$ cat src/rtl/color_manager_window_counter_if.sv
// Sync/porch inputs and pixel-window outputs between the sync generator,
// the window counter and the colour lookup stage.
interface color_manager_window_counter_if #(
    parameter int unsigned H_WIDTH = 11,
    parameter int unsigned V_WIDTH = 10
);
    logic               HSync;
    logic               VSync;
    logic [H_WIDTH-1:0] HBackPorch;
    logic [H_WIDTH-1:0] HFrontPorch;
    logic [V_WIDTH-1:0] VBackPorch;
    logic [V_WIDTH-1:0] VFrontPorch;
    logic               Pixel_Valid;
    logic [H_WIDTH-1:0] Pixel_X;
    logic [V_WIDTH-1:0] Pixel_Y;
    logic               Line_Start;
    logic               Frame_Start;
    logic               Frame_Done;

    modport master (
        output HSync, VSync, HBackPorch, HFrontPorch, VBackPorch, VFrontPorch,
        input  Pixel_Valid, Pixel_X, Pixel_Y, Line_Start, Frame_Start, Frame_Done
    );

    modport slave (
        input  HSync, VSync, HBackPorch, HFrontPorch, VBackPorch, VFrontPorch,
        output Pixel_Valid, Pixel_X, Pixel_Y, Line_Start, Frame_Start, Frame_Done
    );
endinterface

$ cat src/rtl/color_manager_window_counter.sv
// 2-D active-window pixel counter: flags in-window pixels, emits zero-based X/Y and line/frame markers.
// Optional CM_WIN_SHADOW_EN: porch values are latched while VSync=0 and frozen for the frame.
module color_manager_window_counter #(
    parameter int unsigned H_WIDTH = 11,
    parameter int unsigned V_WIDTH = 10
) (
    input logic                          Clk,
    input logic                          Rst,
    color_manager_window_counter_if.slave bus
);
    logic [H_WIDTH-1:0] h_cnt;
    logic [V_WIDTH-1:0] l_cnt;
    logic               hsync_d;
    logic               vsync_d;
    logic               seen_pix;

    logic [H_WIDTH-1:0] h_back;
    logic [H_WIDTH-1:0] h_front;
    logic [V_WIDTH-1:0] v_back;
    logic [V_WIDTH-1:0] v_front;

    logic               pixel_valid_q;
    logic [H_WIDTH-1:0] pixel_x_q;
    logic [V_WIDTH-1:0] pixel_y_q;
    logic               line_start_q;
    logic               frame_start_q;
    logic               frame_done_q;

    logic h_in_c;
    logic v_in_c;
    logic in_win_c;
    logic line_start_c;
    logic frame_start_c;
    logic frame_done_c;

`ifdef CM_WIN_SHADOW_EN
    // Porch shadows track the inputs between frames and freeze during the frame
    always_ff @(posedge Clk or negedge Rst) begin
        if (!Rst) begin
            h_back  <= '0;
            h_front <= '0;
            v_back  <= '0;
            v_front <= '0;
        end else if (!bus.VSync) begin
            h_back  <= bus.HBackPorch;
            h_front <= bus.HFrontPorch;
            v_back  <= bus.VBackPorch;
            v_front <= bus.VFrontPorch;
        end
    end
`else
    always_comb begin
        h_back  = bus.HBackPorch;
        h_front = bus.HFrontPorch;
        v_back  = bus.VBackPorch;
        v_front = bus.VFrontPorch;
    end
`endif

    // Horizontal cycle counter and line counter, both saturating
    always_ff @(posedge Clk or negedge Rst) begin
        if (!Rst) begin
            h_cnt   <= '0;
            l_cnt   <= '0;
            hsync_d <= 1'b0;
            vsync_d <= 1'b0;
        end else begin
            hsync_d <= bus.HSync;
            vsync_d <= bus.VSync;
            if (!bus.HSync) begin
                h_cnt <= '0;
            end else if (h_cnt != '1) begin
                h_cnt <= h_cnt + H_WIDTH'(1);
            end
            if (!bus.VSync) begin
                l_cnt <= '0;
            end else if (hsync_d && !bus.HSync && (l_cnt != '1)) begin
                l_cnt <= l_cnt + V_WIDTH'(1);
            end
        end
    end

    // Window decode on the registered counters
    always_comb begin
        h_in_c        = (h_cnt > h_back) && (h_cnt < h_front);
        v_in_c        = (l_cnt > v_back) && (l_cnt < v_front);
        in_win_c      = bus.HSync && bus.VSync && h_in_c && v_in_c;
        line_start_c  = in_win_c && !pixel_valid_q;
        frame_start_c = line_start_c && (l_cnt == V_WIDTH'(v_back + V_WIDTH'(1)));
        frame_done_c  = vsync_d && !bus.VSync && seen_pix;
    end

    always_ff @(posedge Clk or negedge Rst) begin
        if (!Rst) begin
            pixel_valid_q <= 1'b0;
            pixel_x_q     <= '0;
            pixel_y_q     <= '0;
            line_start_q  <= 1'b0;
            frame_start_q <= 1'b0;
            frame_done_q  <= 1'b0;
            seen_pix      <= 1'b0;
        end else begin
            pixel_valid_q <= in_win_c;
            if (in_win_c && pixel_valid_q) begin
                pixel_x_q <= pixel_x_q + H_WIDTH'(1);
            end else begin
                pixel_x_q <= '0;
            end
            if (in_win_c) begin
                pixel_y_q <= V_WIDTH'(l_cnt - v_back - V_WIDTH'(1));
            end
            line_start_q  <= line_start_c;
            frame_start_q <= frame_start_c;
            frame_done_q  <= frame_done_c;
            // Sticky "frame had a pixel" flag, consumed by the Frame_Done pulse
            if (frame_done_c) begin
                seen_pix <= 1'b0;
            end else if (pixel_valid_q) begin
                seen_pix <= 1'b1;
            end
        end
    end

    assign bus.Pixel_Valid = pixel_valid_q;
    assign bus.Pixel_X     = pixel_x_q;
    assign bus.Pixel_Y     = pixel_y_q;
    assign bus.Line_Start  = line_start_q;
    assign bus.Frame_Start = frame_start_q;
    assign bus.Frame_Done  = frame_done_q;
endmodule

$ cat src/flat_wrapper.sv
// flat-port wrapper written by rule: the top's interface ports become plain ports
module color_manager_window_counter_flat 
#(
    parameter int unsigned H_WIDTH = 11,
    parameter int unsigned V_WIDTH = 10
)
  (Clk, Rst, bus_HSync, bus_VSync, bus_HBackPorch, bus_HFrontPorch, bus_VBackPorch, bus_VFrontPorch, bus_Pixel_Valid, bus_Pixel_X, bus_Pixel_Y, bus_Line_Start, bus_Frame_Start, bus_Frame_Done);
  color_manager_window_counter_if #(.H_WIDTH(H_WIDTH), .V_WIDTH(V_WIDTH)) bus_i ();
  input logic Clk;
  input logic Rst;
  input wire logic [$bits(bus_i.HSync)-1:0] bus_HSync;
  input wire logic [$bits(bus_i.VSync)-1:0] bus_VSync;
  input wire logic [$bits(bus_i.HBackPorch)-1:0] bus_HBackPorch;
  input wire logic [$bits(bus_i.HFrontPorch)-1:0] bus_HFrontPorch;
  input wire logic [$bits(bus_i.VBackPorch)-1:0] bus_VBackPorch;
  input wire logic [$bits(bus_i.VFrontPorch)-1:0] bus_VFrontPorch;
  output wire logic [$bits(bus_i.Pixel_Valid)-1:0] bus_Pixel_Valid;
  output wire logic [$bits(bus_i.Pixel_X)-1:0] bus_Pixel_X;
  output wire logic [$bits(bus_i.Pixel_Y)-1:0] bus_Pixel_Y;
  output wire logic [$bits(bus_i.Line_Start)-1:0] bus_Line_Start;
  output wire logic [$bits(bus_i.Frame_Start)-1:0] bus_Frame_Start;
  output wire logic [$bits(bus_i.Frame_Done)-1:0] bus_Frame_Done;
  assign bus_i.HSync = bus_HSync;
  assign bus_i.VSync = bus_VSync;
  assign bus_i.HBackPorch = bus_HBackPorch;
  assign bus_i.HFrontPorch = bus_HFrontPorch;
  assign bus_i.VBackPorch = bus_VBackPorch;
  assign bus_i.VFrontPorch = bus_VFrontPorch;
  assign bus_Pixel_Valid = bus_i.Pixel_Valid;
  assign bus_Pixel_X = bus_i.Pixel_X;
  assign bus_Pixel_Y = bus_i.Pixel_Y;
  assign bus_Line_Start = bus_i.Line_Start;
  assign bus_Frame_Start = bus_i.Frame_Start;
  assign bus_Frame_Done = bus_i.Frame_Done;
  color_manager_window_counter #(.H_WIDTH(H_WIDTH), .V_WIDTH(V_WIDTH)) u_core (.Clk(Clk), .Rst(Rst), .bus(bus_i));
endmodule
$ cat config.mk
export PLATFORM = sky130hd
export DESIGN_NAME = color_manager_window_counter_flat
export DESIGN_NICKNAME = d
export VERILOG_FILES = /design/src/rtl/color_manager_window_counter_if.sv /design/src/rtl/color_manager_window_counter.sv /design/src/flat_wrapper.sv
export SDC_FILE = /design/constraint.sdc
export NUM_CORES = 1
export LEC_CHECK = 0
export ABC_CLOCK_PERIOD_IN_PS = 3100
export BUFFER_PORTS_ARGS = -buffer_cell sky130_fd_sc_hd__buf_4
export CAP_MARGIN = 20
export CORE_MARGIN = 2
export CORE_UTILIZATION = 30
export DETAILED_ROUTE_END_ITERATION = 10
export PLACE_DENSITY = 0.52
export SLEW_MARGIN = 20
export SYNTH_ARGS = -nofsm -noshare
export SYNTH_HDL_FRONTEND = slang
export SYNTH_SLANG_ARGS = --single-unit
$ cat constraint.sdc
create_clock -name Clk -period 3.1 [get_ports Clk]
set_clock_uncertainty 0.15 [all_clocks]
set_input_delay 0.62 -clock Clk [delete_from_list [all_inputs] [get_ports Clk]]
set_output_delay 0.62 -clock Clk [all_outputs]
set_load 0.01 [all_outputs]
Word level (Yosys, flattened, before mapping)
Index checks and enable logic that the tools add are counted.

storage, ports and cells
  register bits after elaboration = 49
  latch bits = 0
  memory bits (writable) = 0
  bits in read-only memories = 0
  input bits = 46
  output and inout bits = 25
  logic and storage cells = 49
  memories kept = 0

operators by class
  add/subtract/negate cells = 6
  multipliers = 0
  divide/modulo/power cells = 0
  magnitude comparators = 4
  equality and inequality tests = 5
  shift-type cells = 0
  muxes and demuxes = 7
  bitwise gates (word level) = 0
  reductions and logical operators = 16

operators with widths
  cell                                                   count
  two-way mux 11 bit                                     3
  adder 11 x 1 -> 11 bit, second input constant          2
  adder 10 x 1 -> 10 bit, second input constant          2
  two-way mux 10 bit                                     2
  logical AND 1 bit                                      12
  greater-than comparator 11 bit                         1
  < comparator 11 bit                                    1
  inequality test 11 bit, second input constant          1
  equality test 10 bit                                   1
  greater-than comparator 10 bit                         1
  < comparator 10 bit                                    1
  inequality test 10 bit, second input constant          1
  subtractor 10 x 1 -> 10 bit, second input constant     1
  subtractor 10 bit                                      1
  inequality test 2 x 1 -> 1 bit, second input constant  2
  zero test 1 bit                                        3
  two-way mux 1 bit                                      2
  nonzero test 2 bit                                     1

Depth between registers and ports, before layout
Gate-level depths: netlist of the first run.

  depth after elaboration = 6
  gate-level depth with buffers = 10
  gate-level depth less buffers = 9

Least setup slack after synthesis of the first run
No wires, ideal clock.

  path type = input -> register
  start point = input bus_VBackPorch[0]
  end point = register u_core.pixel_y_q[8] (netlist: u_core.bus.Pixel_Y[8])
  library setup time = 0.125 ns
  arrival time = 2.483 ns
  data required time = 2.825 ns
  path slack = 0.342 ns
  stages = 9
  buffers on the path = 0
  path through = inv_1 ha_1 fa_1 a211oi_1 nor2_1 o21a_1 o41a_1 xor2_1 mux2_4

between the ends
  word-level cells in the longest chain between the ends = 3
  elaborated cells between the ends (all ways) = 5
  classes of those cells = 2 x add/sub; 1 x order compare; 2 x reduce/logical

RTL lines
  item                                                                       line                                 source
  start: declaration                                                         flat_wrapper.sv:15                   input wire logic [$bits(bus_i.VBackPorch)-1:0] bus_VBackPorch;
  parallel branches: the longest is 3 deep, another holds subtractor 10 bit  -
  end signal: assignment                                                     color_manager_window_counter.sv:110  pixel_y_q <= V_WIDTH'(l_cnt - v_back - V_WIDTH'(1));
  end: declaration                                                           color_manager_window_counter.sv:24   logic [V_WIDTH-1:0] pixel_y_q;

Parallel ways; which one is timed is not known.
A chain may end at the register's enable or synchronous reset.

Final worst setup path of the first run
  start point = register u_core.l_cnt[3]
  end point = register u_core.pixel_x_q[10] (netlist: u_core.bus.Pixel_X[10])

between the ends
  word-level cells in the longest chain between the ends = 5
  elaborated cells between the ends (all ways) = 6
  classes of those cells = 2 x order compare; 1 x mux; 3 x reduce/logical

RTL lines
  item                                                                          line                                 source
  start: declaration                                                            color_manager_window_counter.sv:12   logic [V_WIDTH-1:0] l_cnt;
  start signal: assignment                                                      color_manager_window_counter.sv:78   l_cnt <= l_cnt + V_WIDTH'(1);
  greater-than comparator 10 bit / < comparator 10 bit (equally long branches)  color_manager_window_counter.sv:86   v_in_c = (l_cnt > v_back) && (l_cnt < v_front);
  logical AND 1 bit (*)                                                         color_manager_window_counter.sv:86
  logical AND 1 bit (*)                                                         color_manager_window_counter.sv:87   in_win_c = bus.HSync && bus.VSync && h_in_c && v_in_c;
  logical AND 1 bit (*)                                                         color_manager_window_counter.sv:104  if (in_win_c && pixel_valid_q) begin
  two-way mux 11 bit (*)                                                        color_manager_window_counter.sv:104
  end signal: assignment                                                        color_manager_window_counter.sv:105  pixel_x_q <= pixel_x_q + H_WIDTH'(1);
  end: declaration                                                              color_manager_window_counter.sv:23   logic [H_WIDTH-1:0] pixel_x_q;

Every way passes the cells marked *; elsewhere a longest branch is shown, timed or not.

==> results.ini, run 1 <==
[sta]
slew_violations = 0
grt_setup_unrepaired = false
setup_viol = 0
holdWs_ns = 0.201
slew_headroom_pct = 55.7
fin_crit_ns = 2.70
tightest_slew_ns = 0.665
min_period_over_period_pct = 87.1
hold_viol = 0
timing.fmax_ghz = 0.370
fin_tns_setup_ns = 0

[job]
maxCapViolCount = 0

[floorplanning]
dieHeight_um = 116
start_util_pct = 31.0
die_w_um = 116
die-area_mm2 = 0.0134
io_pins = 71
num_rows = 40
core_mm2 = 0.0121

[synth]
yosys_warnings = 0
syn_area_mm2 = 0.00375
synth.distinct_cells = 50
syn_avg_cell_area_um2 = 9.23
syn_nets = 498
synth_seq_cells = 49
synth-async-reset-ratio_pct = 100
ys.flop_type = dfrtp_1
synth_area_leader_cell = dfrtp_1
synth_top_area_share_pct = 32.7
synthTopCellsByArea = dfrtp_1 33%, ha_1 15%, inv_1 4.9%
synthTopCellsByCount = 49 x dfrtp_1, 49 x inv_1, 45 x ha_1, 26 x nor2_1
yosysSeqAreaShare_pct = 32.7
synth-edff-count = 0
synthCells = 406

[worst_setup_path]
crit_buf_inv = 1
crit_path_end_kind = register
slowest_stage = dfrtp_1
worstPathRequired_ns = 3.15
crit_type = register to register
path_max_fanout = 13
path_delay_family = compound AO/OA/AOI/OAI gates
cp-start-kind = register
path_cells = ha_1 > nand4_1 > a21oi_1 > o31ai_1 > a22oi_1 > o2111ai_4 > buf_4 > a211oi_1
r2r_start = u_core.l_cnt[3]$_DFFE_PN0P_
cp_data_arrival_time_ns = 2.75
critPathMaxStageDelay_ns = 0.50
startpoint = u_core.l_cnt[3]$_DFFE_PN0P_

[clock_tree]
cts_buffers = 5
cts_htree_levels = 2
postCtsResizedCells = 0
ctsHoldBuffers = 0
clkLatencyLatePin_ns = 0.29
root_buffer = clkbuf_16
cts_setup_buffers = 0
cts_tree = built
clkTransAtPathRegs_ns = 0.07
clk_path_buf_depth = 2
cts_sinks = 49

[placed_design]
place_hpwl_um = 6930
placed_area_mm2 = 0.00447
globalplace.congestion = 0.818
portBuffers = 70

[final_layout]
post-route-util_pct = 38.1
drive_above_1_share_pct = 21.1
antenna_cells = 0
fin_area_mm2 = 0.00461
nFillCells = 1284
nets = 570
area_growth_syn_to_layout_pct = 23.1

[routing]
drc = 0
num_vias = 3061
wl_met3_um = 261
viasPerCell = 4.73
wl_met2_um = 4150
drt-total-wl_um = 8850
highest_layer = met4
detail-route-antenna-nets = 0
wl_met1_um = 4350
initialDrtViolationCount = 175
dr.pass1.iters = 4
wl_per_cell_um = 13.7

[grt]
grt_usage_pct = 14.4
grt_max_degree = 50
grt_pass1_vias = 3150
antenna_found_initial = 0
grt_pass1_wl_um = 15500
grt_overflow = 0

[status]
run_status = complete, no violations

[worst_hold_path]
hp-class = primary input to asynchronous set/reset pin

[power]
max-vdd-ir-drop_mv = 0.190
power_w = 0.00141
power.leakage_nw = 2.30
cellPowerDensity_mw_per_mm2 = 306

## registers in the layout, indices dropped and copies added (netlist names)
signal / cells
u_core.bus.Frame_Done: 1
u_core.bus.Frame_Start: 1
u_core.bus.Line_Start: 1
u_core.bus.Pixel_Valid: 1
u_core.bus.Pixel_X: 11
u_core.bus.Pixel_Y: 10
u_core.h_cnt: 11
u_core.hsync_d: 1
u_core.l_cnt: 10
u_core.seen_pix: 1
u_core.vsync_d: 1
## cell type report
class / count / area (µm²) / area share [%]
tap: 168 / 210 / 4.56
multi-input combinational: 299 / 2290 / 49.7
clock buffer: 5 / 125 / 2.71
inverter: 50 / 188 / 4.07
clock inverter: 3 / 21.3 / 0.461
timing repair buffer: 73 / 548 / 11.9
sequential: 49 / 1230 / 26.6
## through the flow
stage / setup slack (ns) / cells
final: 0.399 / 647
after global routing: 0.169 / 647
after CTS: 0.412 / 647
after detailed placement: 0.123 / 639
after global placement: 0.145 / 639
after floorplan: 0.342 / 406
## path summary, 6_finish.rpt
path	end	depth (start not counted)	slack [ns]
worst max-delay path	u_core.bus.Pixel_X[10]$_DFF_PN0_	8	0.40
max in group asynchronous	u_core.l_cnt[8]$_DFFE_PN0P_	1	2.14
worst max register to register	u_core.bus.Pixel_X[10]$_DFF_PN0_	8	0.40
worst min-delay path	u_core.bus.Pixel_Y[0]$_DFFE_PN0P_	1	0.20
min in group Clk	u_core.bus.Frame_Done$_DFF_PN0_	2	0.34
worst min register to register	u_core.bus.Frame_Done$_DFF_PN0_	2	0.34
## routing by layer
| metal | GRT usage, % | vias up |
|---|---|---|
| met5 | 0 | - |
| met4 | 4.13 | 0 |
| met3 | 1.67 | 7 |
| met2 | 24.1 | 52 |
| met1 | 19.8 | 1432 |
| li1 | - | 1570 |
## worst reg2reg max path: stages (launching register included)
cell       delay (ns)
dfrtp_1          0.50
ha_1             0.44
nand4_1          0.16
a21oi_1          0.18
o31ai_1          0.11
a22oi_1          0.23
o2111ai_4        0.35
buf_4            0.31
a211oi_1         0.17
## logic make-up after synthesis
logic type               Yosys count  share of synthesized area [%]
AND/OR/NAND/NOR                  136                           19.3
AO/OA/AOI/OAI                     70                           14.1
buffers and inverters             58                           6.07
flip-flops                        49                           32.7
adder cells (fa/ha/maj)           46                           15.6
XOR/XNOR                          36                           8.41
multiplexers                      11                           3.87
## cells in the final DEF (no fill, tap or decap), drive strengths merged, types with 4 or more instances in the layout
master	count
buf	73
inv	50
dfrtp	49
ha	45
nor2	26
nand2	20
xnor2	20
nand3	19
nor3	18
o21ai	17
xor2	16
a21oi	14
nand4	14
mux2	10
a211oi	7
and2	7
a21o	6
or3	5
clkbuf	5
nand2b	5
nor4	5
a21boi	4
and3	4
nor2b	4
## power breakdown
part	switching (W)	total, W	internal (W)
registers	0.0000101	0.000657	0.000647
clock network	0.000255	0.000556	0.000301
logic	0.000102	0.000198	0.0000956
Note: power is estimated with default switching activity, not from simulation.
==> run 2: changes to the inputs <==
- PLACE_DENSITY: 0.52 -> unset
- PLACE_DENSITY_LB_ADDON: unset -> 0.15
- RECOVER_POWER: unset -> 50
==> run 2 against run 1 <==
  * Routed wire length rose by 3.0%
  * Sequential share of layout area about the same
  * Non-clock buffer count up 3
  * Via count is 0.39% higher
  * Utilization barely moved
  * Global-route usage about the same
  * Largest power group unchanged
==> results.ini, run 2 (synthesis gave the netlist of run 1 again) <==
[status]
run_status = complete, no violations

[clock_tree]
clkLatencyLatePin_ns = 0.29  ; about the same
cts_tree = built
clk_path_buf_depth = 2  ; unchanged
postCtsResizedCells = 0  ; unchanged
cts_sinks = 49  ; unchanged
cts_buffers = 5  ; unchanged
cts_htree_levels = 2  ; unchanged
cts_setup_buffers = 0  ; unchanged
ctsHoldBuffers = 0  ; unchanged
clkTransAtPathRegs_ns = 0.07  ; about the same
root_buffer = clkbuf_16

[final_layout]
final-seq-area_mm2 = 0.00123  ; unchanged
antenna_cells = 0  ; unchanged
nFillCells = 1253  ; -2.4%
nets = 573  ; +0.53%
multi_input_area_mm2 = 0.00229  ; unchanged
final_cell_mix = 65 x buf_4, 49 x inv_1, 49 x dfrtp_1, 45 x ha_1, 26 x nor2_1
drive_above_1_share_pct = 19.7  ; -1.4 points
area_growth_syn_to_layout_pct = 23.2  ; about the same
final_common_cell = buf_4

[sta]
tightest_slew_ns = 1.31  ; +0.641 ns
slew_headroom_pct = 12.9  ; -43 points
fin_crit_ns = 2.67  ; -0.0316 ns
min_period_over_period_pct = 86.1  ; -1.0 points
fin_tns_setup_ns = 0  ; unchanged
grt_setup_unrepaired = false
timing.fmax_ghz = 0.375  ; +1.2%
slew_violations = 0  ; unchanged
hold_viol = 0  ; unchanged
setup_viol = 0  ; unchanged

[floorplanning]
io_pins = 71  ; unchanged
die_w_um = 116  ; unchanged
start_util_pct = 31.0  ; unchanged
num_rows = 40  ; unchanged
core_mm2 = 0.0121  ; unchanged
dieHeight_um = 116  ; unchanged
die-area_mm2 = 0.0134  ; unchanged

[grt]
antenna_found_initial = 0  ; unchanged
grt_usage_pct = 14.4  ; -0.033 points
grt_overflow = 0  ; unchanged
met2_usage_pct = 24.3  ; +0.19 points
grt_pass1_wl_um = 15300  ; -1.0%
met3_usage_pct = 1.78  ; +0.10 points
met1_usage_pct = 19.7  ; -0.13 points
grt.busiest_layer = met2
grt_pass1_vias = 3194  ; +1.4%
grt_max_degree = 50  ; unchanged

[routing]
drc = 0  ; unchanged
drt-total-wl_um = 9120  ; +3.0%
wl_per_cell_um = 14.0  ; +2.6%
detail-route-antenna-nets = 0  ; unchanged
initialDrtViolationCount = 126  ; -28%
dr.pass1.iters = 4  ; unchanged
viasPerCell = 4.73  ; about the same
num_vias = 3073  ; +0.39%

[worst_hold_path]
holdPathEnd = u_core.bus.Frame_Done$_DFF_PN0_
hold_start = u_core.vsync_d$_DFF_PN0_
hp-class = register to register
min_path_cells = 2

[worst_setup_path]
r2r_end = u_core.bus.Pixel_Y[8]$_DFFE_PN0P_
worstPathRequired_ns = 3.13  ; -0.02 ns
path_max_fanout = 4  ; -9
cp-start-kind = primary input
cp_data_arrival_time_ns = 2.70  ; -0.05 ns
r2r_cells = 8  ; unchanged
reg2reg_slack_ns = 0.45  ; +0.05 ns
crit_path_end_kind = register
r2r_start = u_core.l_cnt[0]$_DFFE_PN0P_
crit_type = primary input to register

[power]
cellPowerDensity_mw_per_mm2 = 310  ; +1.2%
power_w = 0.00143  ; +1.3%
power.internal_w = 0.00105  ; +0.30%
p_clk_share_pct = 40.2  ; +0.8 points
p_sw_w = 0.000382  ; +4.3%
combPwrFrac_pct = 13.8  ; -0.2 points
max-vdd-ir-drop_mv = 0.198  ; +4.2%
p_seq_share_pct = 46.0  ; -0.6 points
power.leakage_nw = 2.29  ; -0.72%
swShare_pct = 26.8  ; +0.75 points

[placed_design]
place_hpwl_um = 7070  ; +1.9%
globalplace.congestion = 0.779  ; -4.8%
portBuffers = 70  ; unchanged

[job]
maxCapViolCount = 0  ; unchanged

-- run 2: cell count changes in the layout (fill, tap and decap cells not counted), sizes merged --
| cell | change |
|---|---|
| clkinv | -1 |
| clkinvlp | +1 |
| buf | -7 |
| clkbuf | +10 |
-- run 2: worst max-delay path by stage --
stage / slack [ns] / startpoint / endpoint / depth (start not counted)
finish: 0.43 / bus_VBackPorch[0] / u_core.bus.Pixel_Y[8]$_DFFE_PN0P_ / 10
global route: 0.33 / bus_VBackPorch[0] / u_core.bus.Pixel_Y[8]$_DFFE_PN0P_ / 10
CTS: 0.42 / bus_VBackPorch[0] / u_core.bus.Pixel_Y[8]$_DFFE_PN0P_ / 10
detailed placement: 0.12 / bus_VBackPorch[0] / u_core.bus.Pixel_Y[8]$_DFFE_PN0P_ / 10
global placement: 0.14 / bus_VBackPorch[0] / u_core.bus.Pixel_Y[8]$_DFFE_PN0P_ / 10
floorplan: 0.34 / bus_VBackPorch[0] / u_core.bus.Pixel_Y[8]$_DFFE_PN0P_ / 9
-- run 2: stage by stage --
stage | cell area (µm²) | hold WS [ns] | instances | setup slack, ns | utilization (%)
final | 4620 | 0.350 | 650 | 0.431 | 38.1
after global routing | 4620 | 0.374 | 650 | 0.329 | 38.1
after CTS | 4650 | 0.237 | 650 | 0.422 | 38.4
after detailed placement | 4500 | 0.339 | 642 | 0.123 | 37.2
after global placement | 4500 | 0.326 | 642 | 0.138 | 37.2
after floorplan | 3750 | 0.174 | 406 | 0.342 | -
-- run 2: power by group through the flow --
| stage | clock [W] | combinational (W) | sequential (W) |
|---|---|---|---|
| floorplan | 0 | 0.000108 | 0.000667 |
| global placement | 0 | 0.000198 | 0.000670 |
| detailed placement | 0 | 0.000201 | 0.000670 |
| CTS | 0.000588 | 0.000203 | 0.000657 |
| global route | 0.000613 | 0.000226 | 0.000659 |
| finish | 0.000575 | 0.000197 | 0.000657 |
-- run 2: layout make-up --
type	instances	area share [%]
inverters	50	4.07
well taps	168	4.55
multi-input cells	299	49.7
clock buffers	5	2.71
flip-flops and latches	49	26.6
repair buffers	76	11.8
clock inverters	3	0.569
-- run 2: per-layer routing --
layer	up-vias	part of all wire, %
met2	60	46
met4	0	1.1
met5	-	0
met3	8	3.0
li1	1582	-
met1	1423	50
-- run 2: critical path, stage by stage --
cell and delay (ns):
buf_4 0.10, inv_1 0.05, ha_1 0.23, fa_1 0.43
a211oi_1 0.26, nor2_1 0.09, o21a_1 0.19, o41a_1 0.32
xor2_1 0.15, mux2_4 0.27
==> run 3: changes to the inputs <==
- ABC_AREA: unset -> 1
==> run 3 against run 2 <==
  * Register-to-register slack better by 0.33 ns
  * Area after synthesis rose by 5.3%
  * Routed wire length increased by 5.0%
  * Die area rose by 5.1%
  * Sequential share of layout area is 0.82 points lower
  * First-iteration DRC count down 21%
  * Fmax increased by 13%
  * Worst hold slack worse by 0.014 ns
  * Global-route usage decreased by 0.48 points
  * Utilization down 0.67 points
  * Combinational power grew 25%
==> results.ini, run 3 <==
[status]
run_status = complete, no violations

[placed_design]
portBuffers = 70  ; unchanged
globalplace.congestion = 0.906  ; +16%
place_hpwl_um = 7890  ; +12%

[synth]
synth_top_area_share_pct = 31.1  ; -1.6 points
synth_seq_cells = 49  ; unchanged
yosysSeqAreaShare_pct = 31.1  ; -1.6 points
synth-async-reset-ratio_pct = 100  ; unchanged
syn_avg_cell_area_um2 = 7.02  ; -24%
syn_area_mm2 = 0.00395  ; +5.3%
synth-edff-count = 0  ; unchanged
synthCells = 562  ; +38%
yosysMostFrequentCell = nand2_1
yosys_warnings = 0  ; unchanged
synthTopCellsByCount = 148 x nand2_1, 97 x inv_1, 56 x nor2_1, 49 x dfrtp_1, 45 x ha_1
synth_area_leader_cell = dfrtp_1
ys.flop_type = dfrtp_1
synth.distinct_cells = 29  ; -42%
syn_nets = 654  ; +31%
synthTopCellsByArea = dfrtp_1 31%, ha_1 14%, nand2_1 14%

[worst_setup_path]
cp_data_arrival_time_ns = 2.43  ; -0.27 ns
crit_path_end_kind = register
slowest_stage = clkbuf_1
crit_buf_inv = 2  ; unchanged
critPathMaxStageDelay_ns = 0.56  ; +0.13 ns
crit_type = primary input to register
path_cells = clkbuf_1 > nand2_2 > inv_1 > nand3_1 > nor2_1 > nand2_1 > nor2_2 > nand3_2 > nor2_4 > nand2_2 > nor2_1
worstPathRequired_ns = 3.17  ; +0.04 ns
path_delay_family = simple AND/OR/NAND/NOR gates
path_max_fanout = 14  ; +10
cp-start-kind = primary input

[power]
max-vdd-ir-drop_mv = 0.188  ; -4.9%
power.leakage_nw = 2.64  ; +16%
cellPowerDensity_mw_per_mm2 = 308  ; -0.45%

[sta]
tightest_slew_ns = 1.22  ; -0.0828 ns
grt_setup_unrepaired = false
min_period_over_period_pct = 76.2  ; -9.9 points
holdWs_ns = 0.336  ; -0.0143 ns
slew_headroom_pct = 18.5  ; +5.5 points
setup_viol = 0  ; unchanged
fin_tns_setup_ns = 0  ; unchanged
slew_violations = 0  ; unchanged
hold_viol = 0  ; unchanged
fin_crit_ns = 2.36  ; -0.308 ns
timing.fmax_ghz = 0.424  ; +13%

[routing]
drc = 0  ; unchanged
initialDrtViolationCount = 100  ; -21%
drt-total-wl_um = 9580  ; +5.0%
num_vias = 3581  ; +17%
wl_met3_um = 304  ; +11%
wl_per_cell_um = 11.9  ; -15%
wl_met2_um = 4340  ; +4.3%
dr.pass1.iters = 4  ; unchanged
viasPerCell = 4.44  ; -6.1%
wl_met1_um = 4840  ; +5.4%
detail-route-antenna-nets = 0  ; unchanged
highest_layer = met4

[floorplanning]
die_w_um = 119  ; +2.5%
core_mm2 = 0.0127  ; +5.0%
io_pins = 71  ; unchanged
die-area_mm2 = 0.0141  ; +5.1%
dieHeight_um = 119  ; +2.5%
num_rows = 41  ; +2.5%
start_util_pct = 31.0  ; +0.078 points

[final_layout]
drive_above_1_share_pct = 13.9  ; -5.9 points
final_cell_mix = 148 x nand2_1, 97 x inv_1, 61 x buf_4, 56 x nor2_1, 49 x dfrtp_1
nFillCells = 1357  ; +8.3%
antenna_cells = 0  ; unchanged
nets = 726  ; +27%
final_common_cell = nand2_1
area_growth_syn_to_layout_pct = 20.7

[clock_tree]
cts_tree = built
cts_setup_buffers = 0  ; unchanged
clkTransAtPathRegs_ns = 0.07  ; about the same
cts_sinks = 49  ; unchanged
clk_path_buf_depth = 2  ; unchanged
ctsHoldBuffers = 0  ; unchanged
cts_buffers = 5  ; unchanged
root_buffer = clkbuf_16
postCtsResizedCells = 0  ; unchanged
cts_htree_levels = 2  ; unchanged
clkLatencyLatePin_ns = 0.29  ; about the same

[grt]
grt_usage_pct = 13.9  ; -0.48 points
grt_pass1_wl_um = 16000  ; +4.5%
antenna_found_initial = 0  ; unchanged
grt_overflow = 0  ; unchanged
grt_pass1_vias = 3449  ; +8.0%
grt_max_degree = 50  ; unchanged

[worst_hold_path]
hp-class = register to register

[job]
maxCapViolCount = 0  ; unchanged

==> run 3: cell count changes after synthesis, moves of 7 or more <==
| cell | previous run | this run |
|---|---|---|
| nand2_1 | 20 | 148 |
| inv_1 | 49 | 97 |
| nor2_1 | 26 | 56 |
| nand3_1 | 19 | 44 |
| xnor2_1 | 20 | 5 |
| nor2_2 | 0 | 10 |
| nor3_1 | 18 | 10 |
| a211oi_1 | 7 | 0 |
==> run 3: layout make-up <==
| class | instances | area [µm²] | share of cell area [%] |
|---|---|---|---|
| tap | 172 | 215 | 4.52 |
| clock buffer | 5 | 125 | 2.63 |
| timing repair buffer | 72 | 500 | 10.5 |
| multi-input combinational | 409 | 2310 | 48.4 |
| clock inverter | 3 | 26.3 | 0.551 |
| inverter | 97 | 364 | 7.64 |
| sequential | 49 | 1230 | 25.7 |
==> run 3: report_power, final <==
group / total, W / internal (W) / switching, W
Combinational: 0.000246 / 0.000102 / 0.000144
Clock: 0.000553 / 0.000305 / 0.000248
Sequential: 0.000669 / 0.000652 / 0.0000173
==> run 3: path summary, 6_finish.rpt <==
kind	end	startpoint	cells after the start	slack, ns
setup / recovery	u_core.bus.Pixel_X[10]$_DFF_PN0_	bus_VSync	11	0.74
hold / removal	u_core.bus.Frame_Done$_DFF_PN0_	u_core.vsync_d$_DFF_PN0_	2	0.34
setup reg to reg	u_core.bus.Pixel_X[10]$_DFF_PN0_	u_core.l_cnt[5]$_DFFE_PN0P_	10	0.78
hold reg to reg	u_core.bus.Frame_Done$_DFF_PN0_	u_core.vsync_d$_DFF_PN0_	2	0.34
max in group asynchronous	u_core.l_cnt[7]$_DFFE_PN0P_	Rst	1	1.63
min in group asynchronous	u_core.bus.Pixel_X[5]$_DFF_PN0_	Rst	1	0.42
==> run 3: layer usage <==
layer | vias to the layer above | global-route usage (%)
met3 | 9 | 2.08
met4 | 0 | 3.13
met2 | 54 | 22.6
li1 | 1910 | -
met1 | 1608 | 19.5
met5 | - | 0
==> run 3: metrics by stage <==
stage,setup WS [ns],instances,utilization (%),power (W),cell area (µm²)
after floorplan,0.922,562,-,0.000822,3950
after global placement,0.457,799,36.6,0.000933,4650
after detailed placement,0.467,799,36.6,0.000932,4650
after CTS,0.736,807,37.8,0.00149,4800
after global routing,0.456,807,37.5,0.00155,4760
final,0.739,807,37.5,0.00147,4760
==> run 3: cells by family after synthesis <==
logic type,synth area share [%]
and+or+nand+nor,31.9
adders and majority gates,14.8
DFF,31.1
AOI/OAI and AO/OA,6.62
buffers and inverters,10.5
xor gates and xnor gates,5.10
==> run 3: worst register-to-register path, cell delays in order (launching register included) <==
cell	delay (ns)
dfrtp_1	0.49
ha_1	0.38
nand2_1	0.15
nor2_1	0.06
nand3_1	0.08
nand2_1	0.07
nor2_2	0.13
nand3_2	0.20
nor2_4	0.18
nand2_2	0.23
nor2_1	0.15
